## src/rtl/macguffin_decryption_if.sv

```systemverilog
// AXI4-Stream bundle shared by the ciphertext input and the plaintext output.
interface macguffin_decryption_if #(
   parameter int unsigned DATA_W = 64
);
   logic [DATA_W-1:0] tdata;
   logic              tvalid;
   logic              tready;

   modport master (output tdata, output tvalid, input tready);
   modport slave  (input tdata, input tvalid, output tready);
endinterface

```

## src/rtl/macguffin_decryption.sv

```systemverilog
// Iterative MacGuffin decryptor: one unbalanced-Feistel round per clock,
// round keys applied last-to-first so it undoes the matching encryption core.
module macguffin_decryption #(
   parameter int unsigned ROUNDS = 32,
   parameter int unsigned KEY_W  = 48
) (
   input  logic                         clk,
   input  logic                         rst,
   input  logic [ROUNDS-1:0][KEY_W-1:0] round_keys,
   macguffin_decryption_if.slave        s_axis,
   macguffin_decryption_if.master       m_axis
);

   localparam int unsigned RND_W = (ROUNDS > 1) ? $clog2(ROUNDS) : 1;
   localparam logic [RND_W-1:0] RND_LAST = RND_W'(ROUNDS - 1);

   // Eight 6-in/2-out S-boxes; entry n of box j lives at bits [2n+1:2n].
   localparam logic [7:0][127:0] SBOX = {
      128'h2FFD_72DB_D01A_DFB7_B8E1_AFED_6A26_7E96,
      128'h9216_D5D9_8979_FB1B_D131_0BA6_98DF_B5AC,
      128'hC0AC_29B7_C97C_50DD_3F84_D5B5_B547_0917,
      128'h4528_21E6_38D0_1377_BE54_66CF_34E9_0C6C,
      128'hA409_3822_299F_31D0_082E_FA98_EC4E_6C89,
      128'h243F_6A88_85A3_08D3_1319_8A2E_0370_7344,
      128'h9E37_79B9_7F4A_7C15_F39C_C060_5CED_C834,
      128'h3C5A_96F0_E12D_7B48_A5C3_0F69_D28E_14B7
   };

   typedef enum logic [1:0] {IDLE, RUN, DONE} state_t;

   function automatic logic [15:0] f_round(input logic [15:0] a,
                                           input logic [15:0] b,
                                           input logic [15:0] c,
                                           input logic [47:0] k);
      logic [15:0] w_a, w_b, w_c, w_o;
      logic [5:0]  w_idx;
      w_a = a ^ k[15:0];
      w_b = b ^ k[31:16];
      w_c = c ^ k[47:32];
      w_o = '0;
      for (int unsigned j = 0; j < 8; j++) begin
         w_idx = {w_a[2*j +: 2], w_b[(2*j+4)%16 +: 2], w_c[(2*j+10)%16 +: 2]};
         w_o[2*j +: 2] = SBOX[j][{w_idx, 1'b0} +: 2];
      end
      return w_o;
   endfunction

   state_t           r_state, w_state_nxt;
   logic [63:0]      r_data,  w_data_nxt;
   logic [RND_W-1:0] r_rnd,   w_rnd_nxt;
   logic [63:0]      w_step;
   logic             w_s_ready;

   // (x0,x1,x2,x3) <- (x3 ^ f(x0,x1,x2,k), x0, x1, x2)
   assign w_step = {r_data[47:32], r_data[31:16], r_data[15:0],
                    r_data[63:48] ^ f_round(r_data[15:0], r_data[31:16],
                                            r_data[47:32], round_keys[r_rnd])};

   always_ff @(posedge clk or negedge rst) begin
      if (!rst) r_state <= IDLE;
      else      r_state <= w_state_nxt;
   end

   always_ff @(posedge clk or negedge rst) begin
      if (!rst) begin
         r_data <= '0;
         r_rnd  <= '0;
      end else begin
         r_data <= w_data_nxt;
         r_rnd  <= w_rnd_nxt;
      end
   end

   always_comb begin
      w_state_nxt = r_state;
      w_data_nxt  = r_data;
      w_rnd_nxt   = r_rnd;
      w_s_ready   = 1'b0;
      unique case (r_state)
         IDLE: begin
            w_s_ready = 1'b1;
            if (s_axis.tvalid) begin
               w_data_nxt  = s_axis.tdata;
               w_rnd_nxt   = RND_LAST;
               w_state_nxt = RUN;
            end
         end
         RUN: begin
            w_data_nxt = w_step;
            if (r_rnd == '0) w_state_nxt = DONE;
            else             w_rnd_nxt   = r_rnd - RND_W'(1);
         end
         DONE: begin
            // Output handshake doubles as the next input handshake: no bubble.
            w_s_ready = m_axis.tready;
            if (m_axis.tready) begin
               if (s_axis.tvalid) begin
                  w_data_nxt  = s_axis.tdata;
                  w_rnd_nxt   = RND_LAST;
                  w_state_nxt = RUN;
               end else begin
                  w_state_nxt = IDLE;
               end
            end
         end
         default: w_state_nxt = IDLE;
      endcase
   end

   // Gated by rst so tready is low for the whole reset, not just after it.
   assign s_axis.tready = rst & w_s_ready;
   assign m_axis.tvalid = (r_state == DONE);
   assign m_axis.tdata  = r_data;

endmodule

```

## src/flat_wrapper.sv

```systemverilog
// flat-port wrapper written by rule: the top's interface ports become plain ports
module macguffin_decryption_flat 
#(
   parameter int unsigned ROUNDS = 32,
   parameter int unsigned KEY_W  = 48
)
  (clk, rst, round_keys, s_axis_tdata, s_axis_tvalid, s_axis_tready, m_axis_tdata, m_axis_tvalid, m_axis_tready);
  macguffin_decryption_if #(.DATA_W(64)) s_axis_i ();
  macguffin_decryption_if #(.DATA_W(64)) m_axis_i ();
  input  logic clk;
  input  logic rst;
  input  logic [ROUNDS-1:0][KEY_W-1:0] round_keys;
  input wire logic [$bits(s_axis_i.tdata)-1:0] s_axis_tdata;
  input wire logic [$bits(s_axis_i.tvalid)-1:0] s_axis_tvalid;
  output wire logic [$bits(s_axis_i.tready)-1:0] s_axis_tready;
  output wire logic [$bits(m_axis_i.tdata)-1:0] m_axis_tdata;
  output wire logic [$bits(m_axis_i.tvalid)-1:0] m_axis_tvalid;
  input wire logic [$bits(m_axis_i.tready)-1:0] m_axis_tready;
  assign s_axis_i.tdata = s_axis_tdata;
  assign s_axis_i.tvalid = s_axis_tvalid;
  assign s_axis_tready = s_axis_i.tready;
  assign m_axis_tdata = m_axis_i.tdata;
  assign m_axis_tvalid = m_axis_i.tvalid;
  assign m_axis_i.tready = m_axis_tready;
  macguffin_decryption #(.ROUNDS(ROUNDS), .KEY_W(KEY_W)) u_core (.clk(clk), .rst(rst), .round_keys(round_keys), .s_axis(s_axis_i), .m_axis(m_axis_i));
endmodule
```

## config.mk

```make
export PLATFORM = sky130hd
export DESIGN_NAME = macguffin_decryption_flat
export DESIGN_NICKNAME = d
export VERILOG_FILES = /design/src/rtl/macguffin_decryption_if.sv /design/src/rtl/macguffin_decryption.sv /design/src/flat_wrapper.sv
export SDC_FILE = /design/constraint.sdc
export NUM_CORES = 1
export LEC_CHECK = 0
export CAP_MARGIN = 30
export CORE_AREA = 8 8 652 654
export CTS_CLUSTER_DIAMETER = 40
export CTS_CLUSTER_SIZE = 20
export DETAILED_ROUTE_END_ITERATION = 10
export DIE_AREA = 0 0 660 662
export GPL_TIMING_DRIVEN = 0
export PLACE_DENSITY_LB_ADDON = 0.08
export SLEW_MARGIN = 20
export SYNTH_ARGS = -nofsm -noshare
export SYNTH_HDL_FRONTEND = slang
export SYNTH_SLANG_ARGS = --single-unit
```

## constraint.sdc

```tcl
create_clock -name clk -period 5.9 [get_ports clk]
set_input_delay 1.77 -clock clk [delete_from_list [all_inputs] [get_ports clk]]
set_output_delay 1.77 -clock clk [all_outputs]
set_load 0.03 [all_outputs]
```

==> load_flow_metrics.sql <==
INSERT INTO impl_metrics (metric_group, metric, value, unit) VALUES
('cts', 'clk_root_buffer_cell', 'clkbuf_16', ''),
('worst_setup_path', 'timing.critical_path.max_delay_family', 'multiplexers', ''),
('logic_synthesis', 'postSynthNetCount', '3467', ''),
('timing', 'max_freq', '0.173', 'GHz'),
('worst_setup_path', 'r2r.worst_path.cells', '19', ''),
('timing', 'hold_viol_final', '0', ''),
('worst_setup_path', 'worst_setup_path_end_kind', 'flip-flop', ''),
('cts', 'cts_tree', 'yes', ''),
('logic_synthesis', 'synth-edff-count', '0', ''),
('worst_setup_path', 'number_of_buffer_and_inverter_stages_on_the_critical_path', '2', ''),
('floorplan', 'fp.dieW', '660', 'um'),
('logic_synthesis', 'yosysMostFrequentCell', 'mux4_2', ''),
('worst_setup_path', 'cell_with_the_largest_stage_delay_on_the_worst_path', 'nor4_2', ''),
('worst_hold_path', 'hold_path_class', 'reg -> reg', ''),
('worst_setup_path', 'critical_path_arrival', '6010', 'ps'),
('timing', 'maxSlewHeadroom', '32.9', '%'),
('logic_synthesis', 'mappedNetlistArea', '0.0194', 'mm2'),
('worst_setup_path', 'cpPeakStageDelay', '620', 'ps'),
('cts', 'clk-insertion-delay-late', '380', 'ps'),
('placed_design', 'dp_slack', '-2450', 'ps'),
('cts', 'cts.sink_count', '71', ''),
('drt', 'drtAntennaViolNets', '0', ''),
('layout', 'fin_area', '0.0458', 'mm2'),
('drt', 'avgViaCountPerCell', '2.99', ''),
('layout', 'finish.cell_count_without_fillers', '9135', ''),
('worst_setup_path', 'critPathLaunchType', 'input pin', ''),
('power_and_ir_drop', 'power.leakage', '15.1', 'nW'),
('flow_run', 'cap_violations', '0', ''),
('grt', 'global_route_wire_length_before_repair', '463', 'mm'),
('power_and_ir_drop', 'power.switching_fraction', '61.3', '%'),
('cts', 'cts_buf_count', '9', ''),
('drt', 'dr_total_vias', '27300', ''),
('placed_design', 'buffer_ports.inserted', '1669', ''),
('worst_setup_path', 'r2r_end', 'u_core.m_axis.tdata[8]', ''),
('placed_design', 'placement.cell_area', '0.0440', 'mm2'),
('placed_design', 'dp_hpwl', '361', 'mm'),
('logic_synthesis', 'synthesized_instance_count', '1820', ''),
('floorplan', 'num_rows', '237', ''),
('worst_setup_path', 'timing.critical_path.from', 'round_keys[371]', ''),
('logic_synthesis', 'ys_dominant_reg_cell', 'dfrtp_1', ''),
('cts', 'path_clk_slew', '70', 'ps'),
('layout', 'area_delta_synth_final', '136', '%'),
('power_and_ir_drop', 'irDropWorstVdd', '0.000289', 'V'),
('worst_setup_path', 'crit_path_cell_trace', 'clkdlybuf4s50_1, mux4_2, mux4_2, mux2i_4, xnor2_2, ha_4, inv_1, or4_1, nand2_1, a21o_1, a2111oi_1, nor4_2, xnor2_1, o21ai_1', ''),
('drt', 'first_pass_drt_iterations', '7', ''),
('logic_synthesis', 'synth.ff_latch_count', '71', ''),
('drt', 'dr.first_iter.drc_count', '1928', ''),
('floorplan', 'ioPinCount', '1670', ''),
('power_and_ir_drop', 'power.internal', '0.0114', 'W'),
('drt', 'route.detailed.drc', '0', ''),
('timing', 'report.final.slew_viol_count', '0', ''),
('grt', 'grt_overflow', '0', ''),
('timing', 'setup_viol', '0', ''),
('logic_synthesis', 'synthesis.yosys.warnings', '0', ''),
('drt', 'postRouteWirelength', '399', 'mm'),
('power_and_ir_drop', 'power_density', '645', 'mW/mm2'),
('worst_setup_path', 'worst_ep_required_time', '6140', 'ps'),
('run_status', 'outcome', 'finished, final reports clean', ''),
('placed_design', 'place_congestion', '0.823', ''),
('cts', 'cts.htree.levels', '3', ''),
('power_and_ir_drop', 'clock_power_share', '2.1', '%'),
('cts', 'ctsHoldBuffers', '0', ''),
('worst_setup_path', 'rrSetupSlack', '220', 'ps'),
('placed_design', 'place_inst', '9037', ''),
('worst_hold_path', 'min_from', 'u_core.m_axis.tdata[48]', ''),
('logic_synthesis', 'synth_top_area_share', '41.1', '%'),
('timing', 'clock_skew', '11.5', 'ps'),
('power_and_ir_drop', 'reported_net_switching_power', '0.0181', 'W'),
('timing', 'grt_setup_unrepaired', 'false', ''),
('worst_setup_path', 'critical_path.reg2reg.startpoint', 'u_core.r_rnd[2]', ''),
('logic_synthesis', 'synth.yosys.seq_area_share', '9.16', '%');
-- sequential cells by signal, indices dropped and copies added, names as in the netlist --
register,flops
u_core.m_axis.tdata,64
u_core.r_rnd,5
u_core.r_state,2
-- per-stage QoR --
stage                     util (%)  total power, W  TNS [ps]
after detailed placement      10.6          0.0289    -21150
after global routing          11.0          0.0315         0
final                         11.0          0.0295         0
after CTS                     10.9          0.0305     -57.5
after floorplan                  -          0.0140         0
after global placement        10.4          0.0282    -84650
-- repair_timing --
action                                  in CTS  in global routing
setup buffers                               12                 22
endpoints found under the setup margin      16                 10
cloned                                       0                  0
gates resized for setup                    181                 42
pin swaps                                    5                  3
-- area by class of cell --
| class | instances | area, um2 |
|---|---|---|
| well taps | 5497 | 6880 |
| clock inverters | 5 | 56.3 |
| fillers | 47500 | 369000 |
| flip-flops and latches | 71 | 1780 |
| plain buffers | 175 | 1890 |
| diodes | 49 | 123 |
| multi-input cells | 1527 | 16800 |
| clock buffers | 11 | 253 |
| repair buffers | 1755 | 17800 |
| inverters | 45 | 169 |
-- worst reg2reg max path, cell delays in order (launching register included) --
cell       delay [ps]
dfrtp_2           550
buf_4             300
buf_6             270
buf_8             300
buf_8             320
buf_12            300
buf_4             310
buf_16            190
mux4_2            450
mux2i_4           250
xnor2_2           160
ha_4              340
inv_1              50
or4_1             520
nand2_1           160
a21o_1            100
a2111oi_1          90
nor4_2            620
xnor2_1           180
o21ai_1            70
-- how the worst max path moves through the flow --
stage | endpoint | depth (start not counted)
6_report | u_core.m_axis.tdata[8] | 14
5_1_grt | u_core.m_axis.tdata[8] | 21
4_1_cts | u_core.m_axis.tdata[8] | 21
3_5_place_dp | u_core.m_axis.tdata[8] | 21
3_3_place_gp | u_core.m_axis.tdata[8] | 18
2_1_floorplan | u_core.m_axis.tdata[8] | 14
-- metal layers --
| metal | GRT usage, % | wire (um) | vias to the layer above |
|---|---|---|---|
| met3 | 4.27 | 25000 | 451 |
| met1 | 20.5 | 158000 | 14000 |
| li1 | - | - | 11100 |
| met2 | 33.3 | 211000 | 1584 |
| met5 | 0 | 1000 | - |
| met4 | 0.832 | 3700 | 152 |
-- cell families (layout without fill, tap and decap cells) --
| group | Yosys count | count (layout) | synth area share [%] |
|---|---|---|---|
| AO/OA/AOI/OAI | 343 | 343 | 12.9 |
| XOR/XNOR | 72 | 72 | 3.64 |
| adder cells (fa/ha/maj) | 45 | 45 | 2.88 |
| buffers and inverters | 222 | 1991 | 6.99 |
| flip-flops | 71 | 71 | 9.16 |
| multiplexers | 546 | 546 | 52.0 |
| other | 0 | 49 | 0 |
| AND/OR/NAND/NOR | 521 | 521 | 12.5 |
-- cells in the final DEF (no fill, tap or decap), drive strengths merged, types with 15 or more instances in the layout --
cell and instances:
nor2b 17, a32oi 32, clkdlybuf4s50 1668, inv 44, o21ai 26, dfrtp 71, and3 17, mux4 363
a221oi 20, clkbuf 56, a31oi 55, xnor2 39, diode 49, a22oi 23, mux2 26, nor3 19
o22ai 34, ha 43, xor2 33, a21oi 40, nand3 32, buf 216, o211ai 15, nor2 92
mux2i 157, nand2 262
-- power groups by stage --
stage / Clock (W) / Sequential, W / Combinational [W]
global placement: 0 / 0.00164 / 0.0266
finish: 0.000628 / 0.00158 / 0.0273
CTS: 0.000656 / 0.00163 / 0.0283
floorplan: 0 / 0.00149 / 0.0125
detailed placement: 0 / 0.00162 / 0.0273
global route: 0.000665 / 0.00165 / 0.0292
Note: power is estimated with default switching activity, not from simulation.
